File: src/rtl/hex_display_ctrl.sv
// Four-digit 7-segment controller: one shared nibble decoder fills a shadow
// buffer digit by digit, then all four digits commit to the outputs together.
module hex_display_ctrl #(
    parameter bit LZ_BLANK = 1'b1
) (
    input  logic        clk,
    input  logic        reset_n,
    input  logic        wr_en,
    input  logic [15:0] wr_data,
    input  logic        blank,
    output logic        busy,
    output logic        done,
    output logic        ovr,
    output logic [6:0]  hex0,
    output logic [6:0]  hex1,
    output logic [6:0]  hex2,
    output logic [6:0]  hex3
);
    localparam logic [6:0] SEG_OFF = 7'h7F;

    typedef enum logic [1:0] {IDLE, DECODE, COMMIT} state_t;

    state_t           state, state_d;
    logic [15:0]      shadow, pend;
    logic             pend_v;
    logic [1:0]       idx;
    logic [3:0][6:0]  buff;
    logic [3:0][6:0]  hexr;
    logic [3:0]       nib;
    logic             load_wr, load_pend, to_pend, ovr_d, commit;
    logic             lz1, lz2, lz3;

    function automatic logic [6:0] seg(input logic [3:0] n);
        case (n)
            4'h0: seg = 7'h40;  4'h1: seg = 7'h79;  4'h2: seg = 7'h24;  4'h3: seg = 7'h30;
            4'h4: seg = 7'h19;  4'h5: seg = 7'h12;  4'h6: seg = 7'h02;  4'h7: seg = 7'h78;
            4'h8: seg = 7'h00;  4'h9: seg = 7'h18;  4'hA: seg = 7'h08;  4'hB: seg = 7'h03;
            4'hC: seg = 7'h27;  4'hD: seg = 7'h21;  4'hE: seg = 7'h06;  default: seg = 7'h0E;
        endcase
    endfunction

    assign nib = shadow[{idx, 2'b00} +: 4];

    // Leading-zero blanking is cumulative from the top digit down; HEX0 always shows.
    assign lz3 = LZ_BLANK && (shadow[15:12] == 4'h0);
    assign lz2 = lz3 && (shadow[11:8] == 4'h0);
    assign lz1 = lz2 && (shadow[7:4] == 4'h0);

    always_ff @(posedge clk or negedge reset_n) begin
        if (!reset_n) state <= IDLE;
        else          state <= state_d;
    end

    always_comb begin
        state_d   = state;
        load_wr   = 1'b0;
        load_pend = 1'b0;
        to_pend   = 1'b0;
        ovr_d     = 1'b0;
        commit    = 1'b0;
        if (blank) begin
            state_d = IDLE;
        end else begin
            case (state)
                IDLE: begin
                    if (wr_en) begin
                        load_wr = 1'b1;
                        state_d = DECODE;
                    end
                end
                DECODE: begin
                    if (wr_en) begin
                        to_pend = 1'b1;
                        ovr_d   = pend_v;
                    end
                    if (idx == 2'd3) state_d = COMMIT;
                end
                COMMIT: begin
                    commit = 1'b1;
                    if (wr_en) begin
                        // A fresh write supersedes any pending value.
                        load_wr = 1'b1;
                        ovr_d   = pend_v;
                        state_d = DECODE;
                    end else if (pend_v) begin
                        load_pend = 1'b1;
                        state_d   = DECODE;
                    end else begin
                        state_d = IDLE;
                    end
                end
                default: state_d = IDLE;
            endcase
        end
    end

    always_ff @(posedge clk or negedge reset_n) begin
        if (!reset_n) begin
            shadow <= 16'h0;
            pend   <= 16'h0;
            pend_v <= 1'b0;
            idx    <= 2'd0;
            buff   <= {4{SEG_OFF}};
            hexr   <= {4{SEG_OFF}};
            done   <= 1'b0;
            ovr    <= 1'b0;
        end else begin
            done <= commit;
            ovr  <= ovr_d;
            if (blank) begin
                hexr   <= {4{SEG_OFF}};
                pend_v <= 1'b0;
                idx    <= 2'd0;
            end else begin
                if (state == DECODE) begin
                    buff[idx] <= seg(nib);
                    idx       <= idx + 2'd1;
                end
                if (to_pend) begin
                    pend   <= wr_data;
                    pend_v <= 1'b1;
                end
                if (load_wr || load_pend) begin
                    shadow <= load_wr ? wr_data : pend;
                    idx    <= 2'd0;
                    pend_v <= 1'b0;
                end
                if (commit) begin
                    hexr[3] <= lz3 ? SEG_OFF : buff[3];
                    hexr[2] <= lz2 ? SEG_OFF : buff[2];
                    hexr[1] <= lz1 ? SEG_OFF : buff[1];
                    hexr[0] <= buff[0];
                end
            end
        end
    end

    assign busy = (state != IDLE);
    assign hex0 = hexr[0];
    assign hex1 = hexr[1];
    assign hex2 = hexr[2];
    assign hex3 = hexr[3];
endmodule

File: config.mk
export PLATFORM = sky130hd
export DESIGN_NAME = hex_display_ctrl
export DESIGN_NICKNAME = d
export VERILOG_FILES = /design/src/rtl/hex_display_ctrl.sv
export SDC_FILE = /design/constraint.sdc
export NUM_CORES = 1
export LEC_CHECK = 0
export ABC_AREA = 1
export BUFFER_PORTS_ARGS = -buffer_cell sky130_fd_sc_hd__buf_2
export CORE_UTILIZATION = 50
export DETAILED_ROUTE_END_ITERATION = 8
export GPL_TIMING_DRIVEN = 0
export PLACE_DENSITY_LB_ADDON = 0.05
export SETUP_SLACK_MARGIN = 0.05
export SYNTH_ARGS = -nofsm -noshare
export SYNTH_HDL_FRONTEND = slang
export SYNTH_SLANG_ARGS = --single-unit
File: constraint.sdc
create_clock -name clk -period 1.87 [get_ports clk]
set_input_delay 0.0935 -clock clk [delete_from_list [all_inputs] [get_ports clk]]
set_output_delay 0.0935 -clock clk [all_outputs]
set_load 0.02 [all_outputs]
# Word level (Yosys, flattened, before mapping)
# Memory sizes are Yosys's and may differ from the RTL's.
# Cells that the tools add are included.
[op_classes]
bitwise_logic = 1
n_div = 0
n_reduce_logical = 18
muxes = 37
n_addsub = 1
n_shift = 1
n_lt_le_gt_ge = 2
n_eq_ne = 5
n_mul = 0
[op_table]
columns = ["cell", "n"]
rows = [
  ["$mux 28", 2],
  ["$mux 7", 6],
  ["$bwmux 28", 1],
  ["$mux 1", 19],
  ["$mux 16", 1],
  ["$shiftx 16x5->4", 1],
  ["$demux 7 s2", 1],
  ["$logic_not 4->1", 3],
  ["$mux 2", 6],
  ["$reduce_and 2->1", 4],
  ["$ne 3x3->1 const B", 2],
  ["$pmux 2 s3", 1],
  ["$reduce_bool 3->1", 2],
  ["$eq 2x2->1 const B", 2],
  ["$reduce_bool 2->1", 2],
  ["$reduce_or 2->1", 2],
  ["$logic_and 1x1->1", 3],
  ["$lt 2x3->1 const B", 1],
  ["$add 2x1->2 const B", 1],
  ["$eq 2x1->1 const B", 1],
  ["$ge 2x1->1 const B", 1],
  ["$logic_not 2->1", 1],
  ["$logic_or 1x1->1", 1],
  ["$not 1->1", 1],
]
[word_totals]
ff_bits = 95
latchBits = 0
input_bits = 20
mem_bits_rw = 0
elab_cells = 81
memories = 1
mem_bits_ro = 112
output_inout_bits = 31
[mem_list]
columns = ["name", "depth", "word_bits", "read_ports", "rd_clocked_by_memory_dff", "write_ports", "line_no", "rtl"]
rows = [
  ["(no name shown)", 16, 7, 1, 0, 0, "34", "case (n)"],
]

# Logic depth before layout (Yosys ltp)
# Gate-level depths: netlist (run 1).
[logic_depth]
word_depth = 7
ltp_mapped = 11
mapped_depth_nobuf = 11

# Worst setup path before layout (run 1)
# No wires, ideal clock.
[synth_path]
path_type = "register -> register"
startpoint = "register idx[1]"
endpoint = "register buff[10] (netlist name)"
setup_slack_ps = 232
path_stages_with_launch = 11
n_path_buf = 1
period_less_slack_ps = 1638
setup_time_ps = 76
required_time_ps = 1794
arrival_ps = 1562
cell_sequence = "dfrtp_1 buf_2 inv_2 nand3_1 nand2_1 inv_1 ha_1 nand3_1 nand3_1 nand3_1 nand2_1"
[synth_between]
elab_chain_len = 5
word_cells_on_any_way = 10
classes_between = "order compare (2); shift (1); mux (5); reduce/logical (1); memory (1)"
[synth_lines]
columns = ["item", "line_no", "rtl"]
rows = [
  ["start: declaration", "26", "logic [1:0] idx;"],
  ["start signal: assignment", "117", "idx <= idx + 2'd1;"],
  ["$shiftx 16x5->4, or another cell as far along", "42", "assign nib = shadow[{idx, 2'b00} +: 4];"],
  ["$mem_v2 16x7 / $logic_and 1x1->1 (equally long branches)", "n/a", ""],
  ["$mux 7 (on tied branches)", "115, 116", ""],
  ["$mux 7 / $demux 7 s2 (equally long branches)", "110, 116", ""],
  ["$bwmux 28 (*)", "116", "buff[idx] <= seg(nib);"],
  ["end signal: assignment", "103", "buff <= {4{SEG_OFF}};"],
  ["end signal: indexed assignment", "116", ""],
  ["end: declaration", "27", "logic [3:0][6:0] buff;"],
]
# Every way passes the cells marked *; elsewhere a longest branch is shown, timed or not. The select of a mux whose other input is x is not followed.
# A chain may end at the register's enable or synchronous reset.

# Worst setup path in the final report (run 1)
[layout_path]
startpoint = "register idx[0]"
endpoint = "register buff[16] (netlist name)"
# The elaborated chain is that of the path after synthesis.

==> results summary, run 1 <==
The standard cell area after detailed placement came out at 4920 um^2. The startpoint identified for the worst register-to-register timing path is idx[0]$_DFFE_PN0P_. The static power due to leakage came out at about 0.0025 uW.

The tool flagged a number of max-cap violations equal to 0. The maximum single-stage delay on the critical path is 0.48 ns. For this run, the leading register cell type out of synthesis is dfstp_2. Of the available clock period, the critical path in the final layout requires roughly nine tenths. The max-slew headroom at the worst pin came out at between 60% and 70%. Summed over all nets, the half-perimeter wirelength after detailed placement is approximately 6500 um. During synthesis, Yosys emitted a total of 0 warnings. The clock transition at the registers of the reported paths is about 0.090 ns. By instance count, the cell type seen most on the critical path is nand2_1.

The worst register-to-register path has a depth of 11. The end-of-flow core utilization is between 60% and 70%. The tightest hold margin is 0.262 ns. The final number of hold-violating endpoints is 0. The final number of max-transition violations came out at 0. TritonCTS built the clock tree.

The global-route wire length before repair is around 16000 um. The count of nets left with antenna violations once routing finished came out at 0. CTS built an H-tree with a depth of 3. The final layout contains around 600 nets. The die extent in y is 97.0 um.

The worst setup path is captured at a flop. The count of buffer and inverter cells on the critical path is 2. The number of diodes came out at 0. On the critical path, the stage with the largest delay is an instance of dfrtp_2.

The worst register-to-register path ends at buff[16]$_DFFE_PN1P_. The number of core rows came out at 34. The area fraction of the dominant cell type after synthesis came out at approximately a third. The maximum number of pins on one net before global-route repair is 54.

The startpoint-to-endpoint class of the critical path is flop to flop. The final weighted congestion in routability-driven placement came out at slightly above 0.8. The total of buffers placed on input and output ports came out at 49.

For flop-to-flop paths, the worst setup slack is ~0.15 ns. The type of origin of the critical path is a flop. The clock latency at the later pin of the worst-skew pair is about 0.37 ns. The placeable core region is 8720 um^2. The worst-margin pin slew came out at approximately 0.54 ns. The largest fanout on the critical path came out at 10. Setup repair after global routing could not meet its margin everywhere.

The global-route congestion overflow total came out at 0. In the post-synthesis netlist, the cell with the most instances is nand2_1. Sorting the synthesized cells by how often they occur yields nand2_1, dfstp_2, nor2_1, dfrtp_1, nand3_1. On the critical path the largest part of the delay comes from simple AND/OR/NAND/NOR gates.

The initial DRC count is between 100 and 150. The cell count after synthesis came out at just under 500. The highest achievable clock rate is a little under 0.6 GHz. The total routed wirelength came out at 9110 um. The path class of the tightest hold or removal check is input pin to async pin. The fraction of the yosys area taken by sequential cells is 54.2%. The number of different library cells used by synthesis comes to 32. The run finished with clean final reports. The worst clock skew on the final layout came out at between 0.01 and 0.015 ns.

The largest area contributor in the synthesized netlist is dfstp_2. The post-route minimum period is between 1.5 and 2 ns. Using the TritonRoute via totals, the vias-per-cell ratio works out to 4.94. The net count of the mapped netlist is around 520. Compared with the post-synthesis result, the final layout area differs by 19.6%. The data arrival time of the worst path came out at a little over 2 ns. For this run, design rule violations remaining after detail routing come to 0. After routing the design area is around 5400 um^2. Dividing total power by cell area gives a power density of around 1600 nW/um^2.

The layout has 777 filler cells. The data required time of the worst path is approximately 2.2 ns. The post-synth design cell area is between 4000 and 5000 um^2. In the final routed layout, each cell accounts on average for 13.4 um. The peak supply drop is approximately 0.69 mV. The number of synthesized register bits came out at between 90 and 100. The number of endpoints failing setup at the final stage is 0. Counting along the longest clock path gives a buffer depth of 2. The overall global routing resource usage is a little over a fifth.

The post-synthesis async set-or-reset flop share is 100%. The clock drives 95 sinks. The final route contains approximately 3400 vias. The effective utilization at floorplan came out at between 50% and 60%. In this run the count of I/O pins placed on the die edge is 51.

The synthesized area per cell came out at about 9.3 um^2. The die footprint came out at 9410 um^2. After synthesis, the cell types taking the most area are dfstp_2, dfrtp_1, nand2_1.

The first detailed-routing pass ran for 4 iterations. The number of global-route vias before repair is around 3200. The width of the die is around 97 um. The count of flip-flops with a built-in enable after synthesis is 0. Traced cell by cell, the critical path runs through inv_4, nand2_1, nand3_1, nand2_2, buf_4, ha_1, nor2_1, nand2_1, nand2_2, nand2_1, nand2_1. The layout cell share with drive strength beyond 1 is 33.4%. The initial antenna violation count came out at 0.

TritonCTS created 9 clock buffers. The cell sitting at the root of the clock tree is a clkbuf_8.
metal layers:
metal | part of all wire, % | track usage [%]
met5 | 0 | 0
met4 | 1.3 | 6.89
met3 | 3.5 | 3.76
met2 | 49 | 34.5
met1 | 46 | 28.1
how the worst max path moves through the flow:
stage | from | to | slack [ns] | cells past startpoint
after floorplan | idx[1]$_DFFE_PN0P_ | buff[10]$_DFFE_PN1P_ | 0.23 | 10
after global placement | reset_n | pend[5]$_DFFE_PN0P_ | -0.14 | 1
after detailed placement | idx[1]$_DFFE_PN0P_ | buff[10]$_DFFE_PN1P_ | -0.11 | 10
after CTS | idx[1]$_DFFE_PN0P_ | buff[10]$_DFFE_PN1P_ | 0.06 | 10
after global routing | idx[0]$_DFFE_PN0P_ | buff[23]$_DFFE_PN1P_ | 0.02 | 11
final | idx[0]$_DFFE_PN0P_ | buff[16]$_DFFE_PN1P_ | 0.15 | 11
repair_timing:
action / CTS / global route
pin swaps: 0 / 2
buffers inserted: 0 / 4
gates resized for setup: 4 / 12
setup endpoints to repair: 20 / 43
hold buffers: 19 / 0
hold endpoints to repair: 39 / 0
gates cloned: 0 / 0
report_power, final:
| group | switching (uW) | internal (uW) |
|---|---|---|
| combinational | 2280 | 1350 |
| sequential | 399 | 3020 |
| clock | 720 | 620 |
cell type report:
class	instances	area [um^2]	share of cell area, %
buffer	11	81.3	1.51
sequential	95	2450	45.4
clock inverter	7	71.3	1.32
inverter	32	131	2.43
multi-input combinational	345	1910	35.4
tap	108	135	2.50
clock buffer	9	124	2.29
timing repair buffer	73	495	9.18
layout by cell type (no fill, tap or decap), types with 2 or more instances in the layout:
| cell type | instances |
|---|---|
| nand2_4 | 3 |
| buf_6 | 3 |
| inv_4 | 2 |
| o22a_1 | 6 |
| nand2_1 | 150 |
| o211ai_1 | 9 |
| nor2_4 | 3 |
| buf_4 | 8 |
| nand3_2 | 12 |
| mux2_2 | 8 |
| inv_1 | 24 |
| nand2_2 | 8 |
| nand3_1 | 31 |
| ha_1 | 13 |
| o21ai_1 | 7 |
| inv_2 | 4 |
| o21ai_0 | 4 |
| buf_2 | 53 |
| nor3_1 | 7 |
| dfrtp_1 | 38 |
| dlygate4sd3_1 | 19 |
| clkinv_4 | 2 |
| clkinv_2 | 4 |
| inv_6 | 2 |
| dfstp_2 | 56 |
| clkbuf_8 | 9 |
| mux2_4 | 7 |
| nor2_1 | 52 |
| a21oi_1 | 16 |
logic make-up after synthesis:
logic type	after synthesis	share of synthesized area, %
flops	95	54.2
buf+inv	43	4.44
simple gates	270	26.8
fa+ha+maj	14	3.88
mux	15	4.33
compound gates	46	6.35
state kept, by name (all words and copies together), names as in the netlist:
| name | cells |
|---|---|
| buff | 28 |
| done | 1 |
| shadow | 16 |
| hex3 | 7 |
| state | 2 |
| hex2 | 7 |
| ovr | 1 |
| hex0 | 7 |
| idx | 2 |
| pend_v | 1 |
| pend | 16 |
| hex1 | 7 |
metrics by stage:
step,instances,power [uW],setup TNS (ns),setup slack [ns]
2_1_floorplan,483,5930,0,0.232
3_3_place_gp,640,6770,-5.52,-0.138
3_5_place_dp,641,6850,-0.490,-0.111
4_1_cts,676,8270,0,0.0596
5_1_grt,680,9050,0,0.0177
6_report,680,8400,0,0.154
(Power assumes the default switching activity.)
==> run 2: changes to the inputs <==
clock period = 2.2 ns   (was 1.87 ns; I/O delays follow)
==> run 2 against run 1 <==
Net effect:
- non-clock buffer count down 5
- via count fell by 1.3%
- global-route usage is essentially flat
- die area stayed put
- first-iteration DRC count is 15% higher
- count of clock-buffer cells in the layout unchanged
- clock power decreased by 15%
- combinational power is 20% lower
- sequential share of layout area increased by 0.83 points
- largest cell class unchanged
==> results summary, run 2 (synthesis gave the netlist of run 1 again) <==
The startpoint identified for the worst register-to-register timing path is idx[1]$_DFFE_PN0P_. Ranked by flip-flop count, first place goes to buff. The die extent in y came out at 97.0 um. The library cell used most frequently in the layout, excluding fill and tap cells, is nand2_1.

The die footprint came out at 9410 um^2. The maximum single-stage delay on the critical path is about 0.40 ns. The data arrival time of the worst path is ~2.3 ns. The highest achievable clock rate is 0.503 GHz. The peak supply drop is a little under 0.6 mV. After detailed routing, the average wire length per cell comes to approximately 13 um. The internal power summed over all cells is between 4000 and 5000 uW. TritonCTS built the clock tree.

The number of remaining DRC errors is 0. Traced cell by cell, the critical path runs through buf_2, inv_2, nand3_1, nand2_1, inv_1, ha_1, nand3_1, nand3_1, nand3_1, nand2_1. The maximum number of pins on one net before global-route repair came out at 54. The post-route minimum period came out at 1.99 ns. Setup repair after global routing left no endpoint under its margin. The endpoint identified for the worst register-to-register timing path is buff[10]$_DFFE_PN1P_.

In the final layout, the share of cells above drive strength 1 is roughly a third. The final number of max-transition violations came out at 0. The power per cell area is 1310 nW/um^2. The register with the most flip-flops in the layout has 28 of them. Once the clock tree was built, the setup fixing pass inserted 0 buffers.

The worst setup slack for register-to-register paths is approximately 0.21 ns. The global-route wire length before repair came out at 15700 um. The effective utilization at floorplan is 51.7%.

The sum of internal, switching and leakage power came out at 6930 uW. The top cell types in the final layout, fill and taps aside, are nand2_1, dfstp_2, buf_2. The sequential share of power is 41.9%. Data on the critical path is required at its endpoint by about 2.5 ns. The clock latency at the later pin of the worst-skew pair came out at around 0.37 ns. CTS placed an instance of clkbuf_8 at the clock tree root. The total half-perimeter wirelength after legalization and detailed placement is 6480 um. The post-route setup TNS came out at 0 ns. The number of antenna diodes in the final layout is 0. For the worst flop-to-flop path, the logic depth is 10.

The number of H-tree branching levels came out at 3. The final antenna-violating net count came out at 0. The origin of the worst min-delay path is wr_en. The power share of the clock group came out at between 15 and 20%. Net switching is just over 40% of the power. The worst setup path is of the flop to flop kind.

The class of the tightest hold or removal check is input pin to flop. The path with the worst hold slack has its endpoint at ovr$_DFF_PN0_. The worst-margin pin slew is ~0.53 ns. The worst clock skew on the final layout is 0.0146 ns. The net switching power came out at around 2800 uW. The number of fillers in the final layout came out at ~780. The total routed wirelength came out at about 9000 um. The width of the die is 97.0 um. The largest registers in the layout are buff x28, pend x16, shadow x16.

For this design, the sink count on the clock tree is 95. The placeable core region is approximately 8700 um^2. The ratio of final minimum period to clock period came out at 90.4%. The clock transition at the registers of the reported paths came out at about 0.10 ns. The max-slew headroom at the worst pin is approximately 64%. The largest fanout on the critical path is 9. The most numerous cell type found on the critical path is nand3_1. The endpoint kind of the worst setup timing path is a flop.

The routed layout has about 3300 vias. The CTS buffer count is 9. The max capacitance violation total is 0. The area growth from synthesis to layout is 17.4%. Input and output buffers added on the ports amount to 49. The number of iterations in the first detailed-routing pass is 5. The static power due to leakage came out at approximately 0.0025 uW. Setup violations remaining at the end of the flow were counted as 0. The flow ran to the end, and the final reports show no timing, DRC or antenna violations.

The final net count came out at about 600. The type of origin of the critical path is a flop. Of the total power, combinational logic draws a little over two fifths. The mean number of vias per cell is slightly below 5.

The number of global-route vias before repair came out at between 3000 and 4000. The global-route congestion overflow total is 0. For this block, the initial DRC count from the detailed router was 150. The cell count of the worst hold path is 3. The number of buffers between clock root and the deepest sink came out at 2.

The initial antenna violation count is 0. At the end of routability-driven placement, the weighted congestion stood at 0.829. For this design, the slowest cell found on the critical path is dfrtp_1. After floorplanning, the core was divided into 34 placement rows. The final number of hold-violating endpoints is 0.

The count of pins on the block boundary is about 50. The overall global routing resource usage came out at 21.0%.
-- run 2: per-layer routing --
layer / share of wire [%] / vias to the layer above / global-route usage [%]
li1: - / 1730 / -
met1: 46 / 1519 / 28.1
met2: 49 / 58 / 34.5
met3: 3.4 / 8 / 3.76
met4: 1.2 / 0 / 6.89
met5: 0 / - / 0
-- run 2: final cells by class --
cell class | count | area (um^2) | share of cell area, %
Multi-Input combinational cell | 345 | 1860 | 35.2
Inverter | 32 | 124 | 2.34
Tap cell | 108 | 135 | 2.55
Buffer | 11 | 76.3 | 1.44
Clock inverter | 7 | 71.3 | 1.35
Timing Repair Buffer | 68 | 455 | 8.60
Sequential cell | 95 | 2450 | 46.2
Clock buffer | 9 | 124 | 2.34
-- run 2: how the worst max path moves through the flow --
stage | slack [ns] | depth (start not counted) | start | to
2_1_floorplan | 0.56 | 10 | idx[1]$_DFFE_PN0P_ | buff[10]$_DFFE_PN1P_
3_3_place_gp | 0.18 | 1 | reset_n | pend[5]$_DFFE_PN0P_
3_5_place_dp | 0.22 | 10 | idx[1]$_DFFE_PN0P_ | buff[10]$_DFFE_PN1P_
4_1_cts | 0.21 | 10 | idx[1]$_DFFE_PN0P_ | buff[10]$_DFFE_PN1P_
5_1_grt | 0.07 | 10 | idx[1]$_DFFE_PN0P_ | buff[24]$_DFFE_PN1P_
6_report | 0.21 | 10 | idx[1]$_DFFE_PN0P_ | buff[10]$_DFFE_PN1P_
-- run 2: stage by stage --
stage | util (%) | worst slack (ns) | hold WS [ns] | area [um^2] | instances
4_1_cts | 60.7 | 0.213 | 0.0121 | 5300 | 675
3_3_place_gp | 56.1 | 0.176 | 0.341 | 4890 | 640
2_1_floorplan | - | 0.562 | -0.186 | 4510 | 483
5_1_grt | 60.7 | 0.0685 | 0.0436 | 5300 | 675
3_5_place_dp | 56.4 | 0.219 | 0.140 | 4920 | 641
6_report | 60.7 | 0.212 | 0.0181 | 5300 | 675
-- run 2: timing repair --
action,CTS,global route
endpoints found under the setup margin,0,0
hold buffers,18,0
endpoints found under the hold margin,35,0
resized for setup,0,0
-- run 2: worst max-delay path: cells and delay by family (launching register included) --
kind / cells / cell delay (ns)
buffers and inverters: 3 / 0.47
adders and majority gates: 1 / 0.21
DFF: 1 / 0.40
and+or+nand+nor: 6 / 0.84
-- run 2: power groups by stage --
stage / logic [uW] / registers (uW) / clock network, uW
6_report: 2890 / 2900 / 1140
5_1_grt: 3260 / 2990 / 1240
4_1_cts: 2920 / 2910 / 1170
3_5_place_dp: 2870 / 2940 / 0
3_3_place_gp: 2830 / 2930 / 0
2_1_floorplan: 1980 / 3060 / 0
